<file path="src/rtl/window_feeder_if.sv">
// Handshake bundle between the pixel FIFOs, the window shift chain and feeder.
// Carries the optional border flag when BORDER_FLAG_EN is defined.
interface window_feeder_if #(
  parameter int WIDTH  = 720,
  parameter int HEIGHT = 540
);
  localparam int CW = $clog2(WIDTH);
  localparam int RW = $clog2(HEIGHT);

  logic          start;
  logic          in_empty;
  logic [7:0]    in_dout;
  logic          in_rd_en;
  logic          out_full;
  logic          shift_en;
  logic [7:0]    pixel_out;
  logic          win_valid;
  logic [CW-1:0] win_col;
  logic [RW-1:0] win_row;
  logic          busy;
  logic          frame_done;
`ifdef BORDER_FLAG_EN
  logic          border;

  modport master (
    output start, in_empty, in_dout, out_full,
    input  in_rd_en, shift_en, pixel_out,
    input  win_valid, win_col, win_row,
    input  busy, frame_done, border
  );

  modport slave (
    input  start, in_empty, in_dout, out_full,
    output in_rd_en, shift_en, pixel_out,
    output win_valid, win_col, win_row,
    output busy, frame_done, border
  );
`else
  modport master (
    output start, in_empty, in_dout, out_full,
    input  in_rd_en, shift_en, pixel_out,
    input  win_valid, win_col, win_row,
    input  busy, frame_done
  );

  modport slave (
    input  start, in_empty, in_dout, out_full,
    output in_rd_en, shift_en, pixel_out,
    output win_valid, win_col, win_row,
    output busy, frame_done
  );
`endif
endinterface

</file>
<file path="src/rtl/window_feeder.sv">
// Feeds FIFO pixels into the 3x3 window chain and flags complete windows.
// Optional BORDER_FLAG_EN: window strobe on every pixel plus a border flag.
module window_feeder #(
  parameter int WIDTH  = 720,
  parameter int HEIGHT = 540
) (
  input  logic clock,
  input  logic reset,
  window_feeder_if.slave bus
);
  localparam int CW = $clog2(WIDTH);
  localparam int RW = $clog2(HEIGHT);
  localparam logic [CW-1:0] COL_LAST = CW'(WIDTH - 1);
  localparam logic [RW-1:0] ROW_LAST = RW'(HEIGHT - 1);

  typedef enum logic [1:0] {
    IDLE,
    STREAM,
    DONE
  } state_t;

  state_t        state_q, state_d;
  logic [CW-1:0] col_q, col_d;
  logic [RW-1:0] row_q, row_d;
  logic          win_valid_q, win_valid_d;
  logic [CW-1:0] win_col_q, win_col_d;
  logic [RW-1:0] win_row_q, win_row_d;
`ifdef BORDER_FLAG_EN
  logic          border_q, border_d;
`endif
  logic          fire;

  // no pop may happen in a cycle where reset is held
  assign fire = reset && (state_q == STREAM)
             && !bus.in_empty && !bus.out_full;

  assign bus.in_rd_en   = fire;
  assign bus.shift_en   = fire;
  assign bus.pixel_out  = bus.in_dout;
  assign bus.win_valid  = win_valid_q;
  assign bus.win_col    = win_col_q;
  assign bus.win_row    = win_row_q;
  assign bus.busy       = (state_q == STREAM);
  assign bus.frame_done = (state_q == DONE);
`ifdef BORDER_FLAG_EN
  assign bus.border     = border_q;
`endif

  always_comb begin
    state_d     = state_q;
    col_d       = col_q;
    row_d       = row_q;
    win_valid_d = 1'b0;
    win_col_d   = win_col_q;
    win_row_d   = win_row_q;
`ifdef BORDER_FLAG_EN
    border_d    = border_q;
`endif
    case (state_q)
      IDLE: begin
        if (bus.start) begin
          state_d = STREAM;
          col_d   = '0;
          row_d   = '0;
        end
      end
      STREAM: begin
        if (fire) begin
          if (col_q == COL_LAST) begin
            col_d = '0;
            if (row_q == ROW_LAST) begin
              row_d   = '0;
              state_d = DONE;
            end else begin
              row_d = row_q + RW'(1);
            end
          end else begin
            col_d = col_q + CW'(1);
          end
        end
      end
      DONE:    state_d = IDLE;
      default: state_d = IDLE;
    endcase
`ifdef BORDER_FLAG_EN
    if (fire) begin
      win_valid_d = 1'b1;
      win_col_d   = col_q;
      win_row_d   = row_q;
      border_d    = (row_q < RW'(2)) || (col_q < CW'(2));
    end
`else
    if (fire && row_q >= RW'(2) && col_q >= CW'(2)) begin
      win_valid_d = 1'b1;
      win_col_d   = col_q;
      win_row_d   = row_q;
    end
`endif
  end

  always_ff @(posedge clock) begin
    if (!reset) begin
      state_q     <= IDLE;
      col_q       <= '0;
      row_q       <= '0;
      win_valid_q <= 1'b0;
      win_col_q   <= '0;
      win_row_q   <= '0;
`ifdef BORDER_FLAG_EN
      border_q    <= 1'b0;
`endif
    end else begin
      state_q     <= state_d;
      col_q       <= col_d;
      row_q       <= row_d;
      win_valid_q <= win_valid_d;
      win_col_q   <= win_col_d;
      win_row_q   <= win_row_d;
`ifdef BORDER_FLAG_EN
      border_q    <= border_d;
`endif
    end
  end
endmodule

</file>
<file path="src/flat_wrapper.sv">
// flat-port wrapper written by rule: the top's interface ports become plain ports
module window_feeder_flat 
#(
  parameter int WIDTH  = 720,
  parameter int HEIGHT = 540
)
  (clock, reset, bus_start, bus_in_empty, bus_in_dout, bus_out_full, bus_in_rd_en, bus_shift_en, bus_pixel_out, bus_win_valid, bus_win_col, bus_win_row, bus_busy, bus_frame_done);
  window_feeder_if #(.WIDTH(WIDTH), .HEIGHT(HEIGHT)) bus_i ();
  input  logic clock;
  input  logic reset;
  input wire logic [$bits(bus_i.start)-1:0] bus_start;
  input wire logic [$bits(bus_i.in_empty)-1:0] bus_in_empty;
  input wire logic [$bits(bus_i.in_dout)-1:0] bus_in_dout;
  input wire logic [$bits(bus_i.out_full)-1:0] bus_out_full;
  output wire logic [$bits(bus_i.in_rd_en)-1:0] bus_in_rd_en;
  output wire logic [$bits(bus_i.shift_en)-1:0] bus_shift_en;
  output wire logic [$bits(bus_i.pixel_out)-1:0] bus_pixel_out;
  output wire logic [$bits(bus_i.win_valid)-1:0] bus_win_valid;
  output wire logic [$bits(bus_i.win_col)-1:0] bus_win_col;
  output wire logic [$bits(bus_i.win_row)-1:0] bus_win_row;
  output wire logic [$bits(bus_i.busy)-1:0] bus_busy;
  output wire logic [$bits(bus_i.frame_done)-1:0] bus_frame_done;
  assign bus_i.start = bus_start;
  assign bus_i.in_empty = bus_in_empty;
  assign bus_i.in_dout = bus_in_dout;
  assign bus_i.out_full = bus_out_full;
  assign bus_in_rd_en = bus_i.in_rd_en;
  assign bus_shift_en = bus_i.shift_en;
  assign bus_pixel_out = bus_i.pixel_out;
  assign bus_win_valid = bus_i.win_valid;
  assign bus_win_col = bus_i.win_col;
  assign bus_win_row = bus_i.win_row;
  assign bus_busy = bus_i.busy;
  assign bus_frame_done = bus_i.frame_done;
  window_feeder #(.WIDTH(WIDTH), .HEIGHT(HEIGHT)) u_core (.clock(clock), .reset(reset), .bus(bus_i));
endmodule
</file>
<file path="config.mk">
export PLATFORM = sky130hd
export DESIGN_NAME = window_feeder_flat
export DESIGN_NICKNAME = d
export VERILOG_FILES = /design/src/rtl/window_feeder_if.sv /design/src/rtl/window_feeder.sv /design/src/flat_wrapper.sv
export SDC_FILE = /design/constraint.sdc
export NUM_CORES = 1
export LEC_CHECK = 0
export ABC_CLOCK_PERIOD_IN_PS = 2300
export CORE_ASPECT_RATIO = 0.75
export CORE_MARGIN = 10
export CORE_UTILIZATION = 51
export CTS_CLUSTER_DIAMETER = 60
export DETAILED_ROUTE_END_ITERATION = 10
export PLACE_DENSITY = 0.8
export SETUP_SLACK_MARGIN = 0.2
export SYNTH_ARGS = -nofsm -noshare
export SYNTH_HDL_FRONTEND = slang
export SYNTH_SLANG_ARGS = --single-unit
export TNS_END_PERCENT = 1
</file>
<file path="constraint.sdc">
create_clock -name clock -period 2.3 [get_ports clock]
set_clock_uncertainty 0.1 [all_clocks]
set_input_delay 0.46 -clock clock [delete_from_list [all_inputs] [get_ports clock]]
set_output_delay 0.46 -clock clock [all_outputs]
set_load 0.02 [all_outputs]
</file>
Word level (Yosys, flattened, before mapping)
Cells that the tools add are included.

storage, ports and cells
  bits in registers = 43
  input bits = 13
  output and inout port bits = 33
  word-level logic and storage cells = 44

operators by class
  $add $sub $neg = 2
  $lt $le $gt $ge = 2
  equal/unequal tests = 8
  muxes and demuxes = 14
  reduce and logical (&&, ||, !) cells = 12

operator list
  cell                     number
  $mux W10                 6
  $pmux W10 S2             2
  $add A10 B1 Y10 const B  2
  $eq A10 B10 Y1 const B   2
  $ge A10 B2 Y1 const B    2
  $mux W2                  4
  $reduce_and A4 Y1        2
  $ne A2 B1 Y1 const B     3
  $logic_and A1 B1 Y1      5
  $pmux W2 S2              1
  $reduce_and A3 Y1        1
  $eq A2 B1 Y1 const B     1
  $eq A2 B2 Y1 const B     1
  $logic_not A1 Y1         2
  $logic_not A2 Y1         1
  $ne A2 B2 Y1 const B     1
  $reduce_bool A2 Y1       1
  $mux W1                  1

Longest topological paths before layout
Gate-level depths: netlist (run 1).

  word-level depth = 7
  depth in mapped cells = 7
  depth with buffers taken out = 6

Worst setup path after synthesis (run 1)
OpenSTA, ideal clock, no wires.

  path type = register to output
  start = reg u_core.state_q[0]
  end = out bus_shift_en
  arrival time = 1,875 ps
  required time = 1,740 ps
  slack = -135 ps
  stages on the path, launching flop included = 6
  path buffers = 2
  cell sequence = dfxtp_1 > nor2b_1 > nand3_1 > inv_1 > clkbuf_1 > buf_4

between the ends
  longest elaborated chain between the ends = 4

RTL lines
  element                           line                  source
  start: declaration                window_feeder.sv:22   state_t state_q, state_d;
  start signal: assignment          window_feeder.sv:113  state_q <= state_d;
  $eq A2 B1 Y1                      --
  via bus_busy                      flat_wrapper.sv:21    output wire logic [$bits(bus_i.busy)-1:0] bus_busy;
  $logic_and A1 B1 Y1               window_feeder.sv:34   assign fire = reset && (state_q == STREAM)
  $logic_and A1 B1 Y1 (2 in a row)  window_feeder.sv:35   && !bus.in_empty && !bus.out_full;
  end: declaration                  flat_wrapper.sv:16    output wire logic [$bits(bus_i.shift_en)-1:0] bus_shift_en;

The timed path passes the listed nets, and every way through them passes these cells.

Worst setup path after layout (run 1)
  start = in bus_out_full
  end = reg u_core.row_q[0]

between the ends
  longest elaborated chain between the ends = 4

RTL lines
  element                             line                  source
  start: declaration                  flat_wrapper.sv:14    input wire logic [$bits(bus_i.out_full)-1:0] bus_out_full;
  $logic_not A1 Y1                    window_feeder.sv:35
  $logic_and A1 B1 Y1                 window_feeder.sv:35
  $ne A2 B1 Y1 (no source line)       --
  $reduce_and A4 Y1 (no source line)  --
  end signal: assignment              window_feeder.sv:115  row_q <= row_d;
  end: declaration                    window_feeder.sv:24   logic [RW-1:0] row_q, row_d;

No other way between the ends.
A chain may end at the register's enable or synchronous reset.

==> results of run 1 <==
final timing paths:
| check | to | slack (ns) |
|---|---|---|
| worst max-delay path | u_core.row_q[0] | 0.18 |
| worst min-delay path | u_core.bus.win_col[1] | 0.37 |
| worst max register to register | u_core.row_q[4] | 0.19 |
| worst min register to register | u_core.bus.win_col[1] | 0.37 |
synthesized netlist by cell type, types with 2 or more instances:
master / count
sky130_fd_sc_hd__o31ai_1: 30
sky130_fd_sc_hd__nand3_1: 8
sky130_fd_sc_hd__a22oi_1: 9
sky130_fd_sc_hd__a2111oi_0: 2
sky130_fd_sc_hd__clkbuf_1: 13
sky130_fd_sc_hd__buf_4: 9
sky130_fd_sc_hd__nand2_1: 7
sky130_fd_sc_hd__xnor2_1: 4
sky130_fd_sc_hd__nor2b_1: 3
sky130_fd_sc_hd__a21oi_1: 26
sky130_fd_sc_hd__and4_1: 2
sky130_fd_sc_hd__ha_1: 4
sky130_fd_sc_hd__and3_1: 2
sky130_fd_sc_hd__or4b_1: 2
sky130_fd_sc_hd__dfxtp_1: 43
sky130_fd_sc_hd__nand4_1: 25
sky130_fd_sc_hd__inv_1: 8
sky130_fd_sc_hd__or3_1: 5
sky130_fd_sc_hd__nor4_1: 2
sky130_fd_sc_hd__buf_2: 5
sky130_fd_sc_hd__o21ai_0: 3
sky130_fd_sc_hd__or4_1: 13
sky130_fd_sc_hd__nor3_1: 4
sky130_fd_sc_hd__nor2_1: 9
power groups by stage:
stage	Sequential (mW)	Clock (mW)	Combinational [mW]
global route	0.755	0.501	0.196
global placement	0.772	0	0.172
finish	0.754	0.465	0.178
floorplan	0.776	0	0.125
CTS	0.754	0.473	0.177
detailed placement	0.772	0	0.176
routing by layer:
layer  part of all wire  GRT usage
met1               0.48      0.204
met3              0.083     0.0311
met4              0.011     0.0471
met5                  0          0
met2               0.43      0.205
flip-flops by register name, summed over array words and instances, names as in the netlist:
| signal | count |
|---|---|
| u_core.state_q | 2 |
| u_core.bus.win_row | 10 |
| u_core.bus.win_col | 10 |
| u_core.col_q | 10 |
| u_core.bus.win_valid | 1 |
| u_core.row_q | 10 |
layout make-up:
| class | instances | share of cell area |
|---|---|---|
| Clock inverter | 2 | 0.00458 |
| Multi-Input combinational cell | 174 | 0.425 |
| Sequential cell | 43 | 0.315 |
| Timing Repair Buffer | 58 | 0.192 |
| Inverter | 8 | 0.0110 |
| Tap cell | 55 | 0.0252 |
| Clock buffer | 6 | 0.0266 |
worst max-delay path: cells and delay by family:
kind            cells  cell delay [ns]
buf+inv             3             0.73
simple gates        2             0.79
mux                 1             0.16
compound gates      1             0.09
repair_timing:
action                                  CTS  global route
pin swaps                                 0             0
resized for setup                         7             3
endpoints found under the setup margin   13            26
stage by stage:
step | util | instances
floorplan | - | 254
CTS | 0.664 | 346
detailed placement | 0.641 | 338
finish | 0.665 | 346
global route | 0.665 | 346
global placement | 0.641 | 338
kinds of logic after synthesis:
| logic type | Yosys count | share of synthesized area |
|---|---|---|
| AO/OA/AOI/OAI | 78 | 0.236 |
| adder cells (fa/ha/maj) | 4 | 0.0229 |
| buffers and inverters | 37 | 0.0851 |
| AND/OR/NAND/NOR | 87 | 0.242 |
| flip-flops | 43 | 0.393 |
| multiplexers | 1 | 0.00457 |
| XOR/XNOR | 4 | 0.0160 |
==> impl_table.tex, run 1 <==
\begin{tabular}{lr}
\hline
Metric & Value \\
\hline
\multicolumn{2}{l}{\textbf{GRT}} \\
\quad GR Util All Layers & 0.143 \\
\quad Initial antenna violation count & 0 \\
\quad Global-route wire length before repair & between 8 and 9 mm \\
\quad Via count of the first global-routing pass & roughly 1900 \\
\quad Maximum number of pins on one net before global-route repair & 24 \\
\quad Total grt overflow & 0 \\
\multicolumn{2}{l}{\textbf{Placed design}} \\
\quad Placed inst area & 0.00263 sq mm \\
\quad Placer Congestion & roughly 0.84 \\
\quad Pre-CTS setup slack & -0.169 ns \\
\quad Port bufs & 29 \\
\quad HPWL Detailed & about 4.1 mm \\
\multicolumn{2}{l}{\textbf{Floorplanning}} \\
\quad Initial cell density of the core & 0.534 \\
\quad Number of I/O pins & 46 \\
\quad Die footprint & about 0.0073 sq mm \\
\quad Area of the core & approximately 0.004 sq mm \\
\quad Die Ht & about 77 um \\
\quad Width of the die & about 96 um \\
\quad Placement row count & 20 \\
\multicolumn{2}{l}{\textbf{Synth}} \\
\quad Number of enable flip-flop cells after synthesis & 0 \\
\quad Mapped Avg Cell Area & $\sim$8.6 sq um \\
\quad Yosys cell types & 40 \\
\quad Proportion of synthesized flip-flops having asynchronous set or reset & 0 \\
\quad Cells after Synth & 254 \\
\quad Synthesis-stage register bit count & 43 \\
\quad Post-synthesis sequential area ratio & 0.393 \\
\quad Yosys warnings & 0 \\
\quad Cell Area, Synth & between 0.002 and 0.0025 sq mm \\
\quad Cell taking the most area after synthesis & sky130\_fd\_sc\_hd\_\_dfxtp\_1 \\
\quad Most frequently used flop master after synthesis & sky130\_fd\_sc\_hd\_\_dfxtp\_1 \\
\quad Most area-consuming cells after synthesis & sky130\_fd\_sc\_hd\_\_dfxtp\_1 39\%, sky130\_fd\_sc\_hd\_\_o31ai\_1 10\%, sky130\_fd\_sc\_hd\_\_nand4\_1 7.1\%, sky130\_fd\_sc\_hd\_\_a21oi\_1 5.9\%, sky130\_fd\_sc\_hd\_\_or4\_1 4.5\% \\
\quad Area fraction of the dominant cell type after synthesis & 0.393 \\
\quad Number of nets produced by synthesis & around 270 \\
\multicolumn{2}{l}{\textbf{Setup path}} \\
\quad Maximum fanout along the worst path & 23 \\
\quad Cell depth of the worst flop-to-flop path & 4 \\
\quad Worst stage delay on the critical path & 0.49 ns \\
\quad Critical path class & primary input to register \\
\quad Crit-path cells & clkdlybuf4s50\_1 -> buf\_4 -> and4bb\_2 -> o21ai\_1 -> buf\_12 -> or4b\_1 -> mux2i\_1 \\
\quad Required @ worst endpoint & roughly 2.4 ns \\
\quad Element type at the critical path end & register \\
\quad Slowest cell on crit path & sky130\_fd\_sc\_hd\_\_or4b\_1 \\
\quad Startpoint Class & primary input \\
\quad Startpoint of the worst register-to-register path & u\_core.row\_q[5] \\
\quad Crit. Startpoint & bus\_out\_full \\
\quad Arrival time worst endpoint & approximately 2.2 ns \\
\multicolumn{2}{l}{\textbf{Worst hold path}} \\
\quad Startpoint of the tightest hold check path & u\_core.bus.win\_col[1] \\
\quad Hold/Removal Path Class & register to register \\
\quad Depth of the worst hold-timing path & 2 \\
\multicolumn{2}{l}{\textbf{Timing}} \\
\quad Period minus WS final & about 2.1 ns \\
\quad Final total negative setup slack & 0 ns \\
\quad Worst Tran Pin Value & between 0.5 and 0.6 ns \\
\quad Period utilisation layout & 0.921 \\
\quad Max-slew headroom & 0.648 \\
\quad Number of slew-limit violations in the final report & 0 \\
\quad Peak clock frequency supported by timing & around 470 MHz \\
\quad Hold violation count in the final report & 0 \\
\quad Tightest hold margin & roughly 0.37 ns \\
\quad Setup ws final & approximately 0.18 ns \\
\quad Unrepaired setup endpoints after global routing & true \\
\quad Number of setup violations in the final report & 0 \\
\multicolumn{2}{l}{\textbf{Final layout}} \\
\quad Multi-input gate area & roughly 0.0012 sq mm \\
\quad Fill cells & approximately 350 \\
\quad Antenna Cells & 0 \\
\quad Area Overhead vs Synth & 24.7\% \\
\quad Most common cell after layout, fill and taps aside & sky130\_fd\_sc\_hd\_\_dfxtp\_1 \\
\quad Most frequent cells in the layout & 43 x sky130\_fd\_sc\_hd\_\_dfxtp\_1, 30 x sky130\_fd\_sc\_hd\_\_o31ai\_1, 28 x sky130\_fd\_sc\_hd\_\_buf\_4, 26 x sky130\_fd\_sc\_hd\_\_a21oi\_1, 26 x sky130\_fd\_sc\_hd\_\_clkdlybuf4s50\_1 \\
\quad Storage cell area & 861 sq um \\
\quad Post-layout instance area & between 0.002 and 0.003 sq mm \\
\quad Total Nets Final & about 310 \\
\quad Share of final-layout standard cells stronger than drive strength 1 & 0.151 \\
\multicolumn{2}{l}{\textbf{CTS}} \\
\quad Reg clk slew, reported paths & about 0.080 ns \\
\quad Insertion delay to the later sink of the worst-skew pair & $\sim$0.29 ns \\
\quad TritonCTS Sinks & 43 \\
\quad Htree depth & 2 \\
\quad Post-CTS Setup Repair Bufs & 0 \\
\quad Number of buffers added to fix hold violations after cts & 0 \\
\quad Cts bufs inserted & 5 \\
\quad TritonCTS clock tree & done \\
\quad Deepest clock path buffer count & 2 \\
\quad Root Buffer & sky130\_fd\_sc\_hd\_\_clkbuf\_8 \\
\multicolumn{2}{l}{\textbf{Drt}} \\
\quad Post-route ant nets & 0 \\
\quad Total DRC errors in the routed layout & 0 \\
\quad Number of design-rule violations left by the first detailed-router iteration & between 200 and 250 \\
\quad Final WL & about 5.5 mm \\
\quad Post-detailed-route wirelength per cell & 15.8 um \\
\quad Iteration count of the initial detailed-routing pass & 5 \\
\quad Via-per-instance ratio & 6.31 \\
\quad Total via count after detailed routing & 2183 \\
\multicolumn{2}{l}{\textbf{Pwr}} \\
\quad Fraction of power consumed by the clock network & 0.333 \\
\quad Peak supply drop & a little under 300 uV \\
\quad Leakage power figure & 0.932 nW \\
\quad Design Power & 1.40 mW \\
\quad Proportion of total power due to net switching & 0.265 \\
\quad Internal power contribution & 1.03 mW \\
\quad Sw Pwr & around 0.37 mW \\
\quad Sequential group share of total power & 0.540 \\
\quad Portion of total power attributed to combinational logic & 0.127 \\
\quad Power per cell area & approximately 510 mW/mm\^{}2 \\
\multicolumn{2}{l}{\textbf{Flow run}} \\
\quad Max-cap check violation count & 0 \\
\multicolumn{2}{l}{\textbf{Outcome}} \\
\quad Result of the run & completed \\
\hline
\end{tabular}
Note: power is estimated with default switching activity, not from simulation.
==> inputs of run 2 (changes only) <==
--- a/config.mk
+++ b/config.mk
@@ -6,7 +6,7 @@
 export NUM_CORES = 1
 export LEC_CHECK = 0
 export ABC_CLOCK_PERIOD_IN_PS = 2300
-export CORE_ASPECT_RATIO = 0.75
+export CORE_ASPECT_RATIO = 0.5
 export CORE_MARGIN = 10
 export CORE_UTILIZATION = 51
 export CTS_CLUSTER_DIAMETER = 60
==> run 2 against run 1 <==
First-iteration DRC count shrank 35%; register-to-register slack barely moved; maximum frequency shrank 2.1%; die area increased by 1.8%; clock power is 35% higher; worst setup slack got worse by 0.045 ns; total power up 12%; largest cell class unchanged.
==> impl_table.tex, run 2 (synthesized netlist as in run 1, its figures left out) <==
\begin{tabular}{lr}
\hline
Metric & Value \\
\hline
\multicolumn{2}{l}{\textbf{Drt}} \\
\quad Iteration count of the initial detailed-routing pass & 4 \\
\quad Post-detailed-route wirelength per cell & between 15 and 20 um \\
\quad Total DRC errors in the routed layout & 0 \\
\quad Final WL & around 5.7 mm \\
\quad Via-per-instance ratio & between 6 and 7 \\
\quad Number of design-rule violations left by the first detailed-router iteration & between 150 and 200 \\
\quad Post-route ant nets & 0 \\
\quad Total via count after detailed routing & around 2100 \\
\multicolumn{2}{l}{\textbf{Pwr}} \\
\quad Peak supply drop & 309 uV \\
\quad Fraction of power consumed by the clock network & 0.400 \\
\quad Power per cell area & 574 mW/mm\^{}2 \\
\quad Portion of total power attributed to combinational logic & 0.117 \\
\quad Internal power contribution & 1.17 mW \\
\quad Proportion of total power due to net switching & 0.256 \\
\quad Sequential group share of total power & 0.483 \\
\quad Sw Pwr & between 0.4 and 0.5 mW \\
\quad Leakage power figure & around 0.9 nW \\
\multicolumn{2}{l}{\textbf{Placed design}} \\
\quad Pre-CTS setup slack & -0.193 ns \\
\quad Port bufs & 29 \\
\quad Placer Congestion & 0.837 \\
\quad HPWL Detailed & slightly below 4 mm \\
\quad Placed inst area & 0.00255 sq mm \\
\multicolumn{2}{l}{\textbf{Setup path}} \\
\quad Crit-path cells & clkdlybuf4s50\_1 -> buf\_4 -> and4bb\_2 -> o21ai\_4 -> clkbuf\_16 -> or4\_1 -> a22oi\_2 \\
\quad Critical path buffers and inverters & 3 \\
\quad Required @ worst endpoint & $\sim$2.4 ns \\
\quad Startpoint Class & primary input \\
\quad Setup slack of the worst register-to-register path & between 0.15 and 0.2 ns \\
\quad Worst stage delay on the critical path & between 0.4 and 0.5 ns \\
\quad Maximum fanout along the worst path & 12 \\
\quad Critical path class & primary input to register \\
\quad Element type at the critical path end & register \\
\quad Slowest cell on crit path & sky130\_fd\_sc\_hd\_\_or4\_1 \\
\quad Kind of cell adding the most delay to the critical path & simple AND/OR/NAND/NOR gates \\
\quad Arrival time worst endpoint & approximately 2.3 ns \\
\multicolumn{2}{l}{\textbf{Timing}} \\
\quad Period utilisation layout & 0.940 \\
\quad Number of setup violations in the final report & 0 \\
\quad Hold violation count in the final report & 0 \\
\quad Number of slew-limit violations in the final report & 0 \\
\quad Period minus WS final & between 2 and 2.5 ns \\
\quad Setup ws final & about 0.14 ns \\
\quad Final total negative setup slack & 0 ns \\
\quad Unrepaired setup endpoints after global routing & true \\
\quad Max-slew headroom & 0.642 \\
\quad Peak clock frequency supported by timing & about 460 MHz \\
\quad Worst Tran Pin Value & between 0.5 and 0.6 ns \\
\multicolumn{2}{l}{\textbf{Final layout}} \\
\quad Most common cell after layout, fill and taps aside & sky130\_fd\_sc\_hd\_\_dfxtp\_1 \\
\quad Area Overhead vs Synth & 25.0\% \\
\quad Share of final-layout standard cells stronger than drive strength 1 & 0.138 \\
\quad Total Nets Final & between 200 and 300 \\
\quad Post-layout instance area & roughly 0.0027 sq mm \\
\quad Antenna Cells & 0 \\
\quad Most frequent cells in the layout & 43 x sky130\_fd\_sc\_hd\_\_dfxtp\_1, 30 x sky130\_fd\_sc\_hd\_\_o31ai\_1, 26 x sky130\_fd\_sc\_hd\_\_a21oi\_1, 25 x sky130\_fd\_sc\_hd\_\_nand4\_1, 25 x sky130\_fd\_sc\_hd\_\_clkdlybuf4s50\_1 \\
\multicolumn{2}{l}{\textbf{Floorplanning}} \\
\quad Width of the die & $\sim$110 um \\
\quad Number of I/O pins & 46 \\
\quad Area of the core & 0.00402 sq mm \\
\quad Die footprint & about 0.0075 sq mm \\
\quad Die Ht & 66.3 um \\
\quad Initial cell density of the core & 0.544 \\
\quad Placement row count & 16 \\
\multicolumn{2}{l}{\textbf{GRT}} \\
\quad GR Util All Layers & 0.151 \\
\quad Total grt overflow & 0 \\
\quad Initial antenna violation count & 0 \\
\quad Via count of the first global-routing pass & between 2000 and 2500 \\
\quad Global-route wire length before repair & 9.64 mm \\
\quad Maximum number of pins on one net before global-route repair & 24 \\
\multicolumn{2}{l}{\textbf{CTS}} \\
\quad TritonCTS clock tree & done \\
\quad Cts bufs inserted & 5 \\
\quad Reg clk slew, reported paths & around 0.090 ns \\
\quad Deepest clock path buffer count & 2 \\
\quad Insertion delay to the later sink of the worst-skew pair & $\sim$0.31 ns \\
\quad Htree depth & 2 \\
\quad TritonCTS Sinks & 43 \\
\quad Root Buffer & sky130\_fd\_sc\_hd\_\_clkbuf\_8 \\
\quad Number of buffers added to fix hold violations after cts & 0 \\
\multicolumn{2}{l}{\textbf{Worst hold path}} \\
\quad Hold/Removal Path Class & register to register \\
\multicolumn{2}{l}{\textbf{Flow run}} \\
\quad Max-cap check violation count & 0 \\
\multicolumn{2}{l}{\textbf{Outcome}} \\
\quad Result of the run & completed \\
\hline
\end{tabular}
## run 2: final cells by class
cell class                 count  area, sq um
clock buffer                   6         82.6
clock inverter                 2         35.0
fill                         322         1290
inverter                       8         30.0
multi-input combinational    174         1190
sequential                    43          861
tap                           54         67.6
timing repair buffer          50          473
## run 2: through the flow
| stage | util | power (mW) | hold WS [ns] | std cells |
|---|---|---|---|---|
| 2_1_floorplan | - | 0.900 | 0.369 | 254 |
| 3_3_place_gp | 0.635 | 0.936 | 0.358 | 327 |
| 3_5_place_dp | 0.635 | 0.944 | 0.365 | 327 |
| 4_1_cts | 0.665 | 1.56 | 0.378 | 335 |
| 5_1_grt | 0.680 | 1.63 | 0.408 | 337 |
| 6_report | 0.680 | 1.57 | 0.375 | 337 |
## run 2: tightest hold or removal path, stage by stage, from the launching register on
cell                      delay (ns)
sky130_fd_sc_hd__dfxtp_1        0.32
sky130_fd_sc_hd__o31ai_1        0.06
sky130_fd_sc_hd__a21oi_1        0.06
## run 2: power by group through the flow
stage	clock, mW	sequential [mW]	combinational [mW]
4_1_cts	0.629	0.757	0.170
2_1_floorplan	0	0.776	0.125
3_5_place_dp	0	0.776	0.169
6_report	0.628	0.758	0.183
5_1_grt	0.666	0.759	0.202
3_3_place_gp	0	0.774	0.162
## run 2: worst paths after layout
| path | start | end | cells past startpoint |
|---|---|---|---|
| worst max-delay path | bus_in_empty | u_core.row_q[7] | 7 |
| worst min-delay path | u_core.bus.win_row[6] | u_core.bus.win_row[6] | 2 |
| worst max register to register | u_core.col_q[1] | u_core.row_q[7] | 5 |
| worst min register to register | u_core.bus.win_row[6] | u_core.bus.win_row[6] | 2 |
## run 2: what timing repair did
item | 4_1_cts | 5_1_grt
setup buffers | 0 | 1
gates cloned | 0 | 1
pin swaps | 0 | 1
endpoints found under the setup margin | 17 | 21
resized for setup | 8 | 8
## run 2: metal layers
metal / vias to the layer above / global-route usage / part of all wire
met5: - / 0 / 0
met4: 0 / 0.0849 / 0.020
met3: 14 / 0.0426 / 0.063
met2: 62 / 0.246 / 0.48
met1: 1028 / 0.178 / 0.44
li1: 1040 / - / -
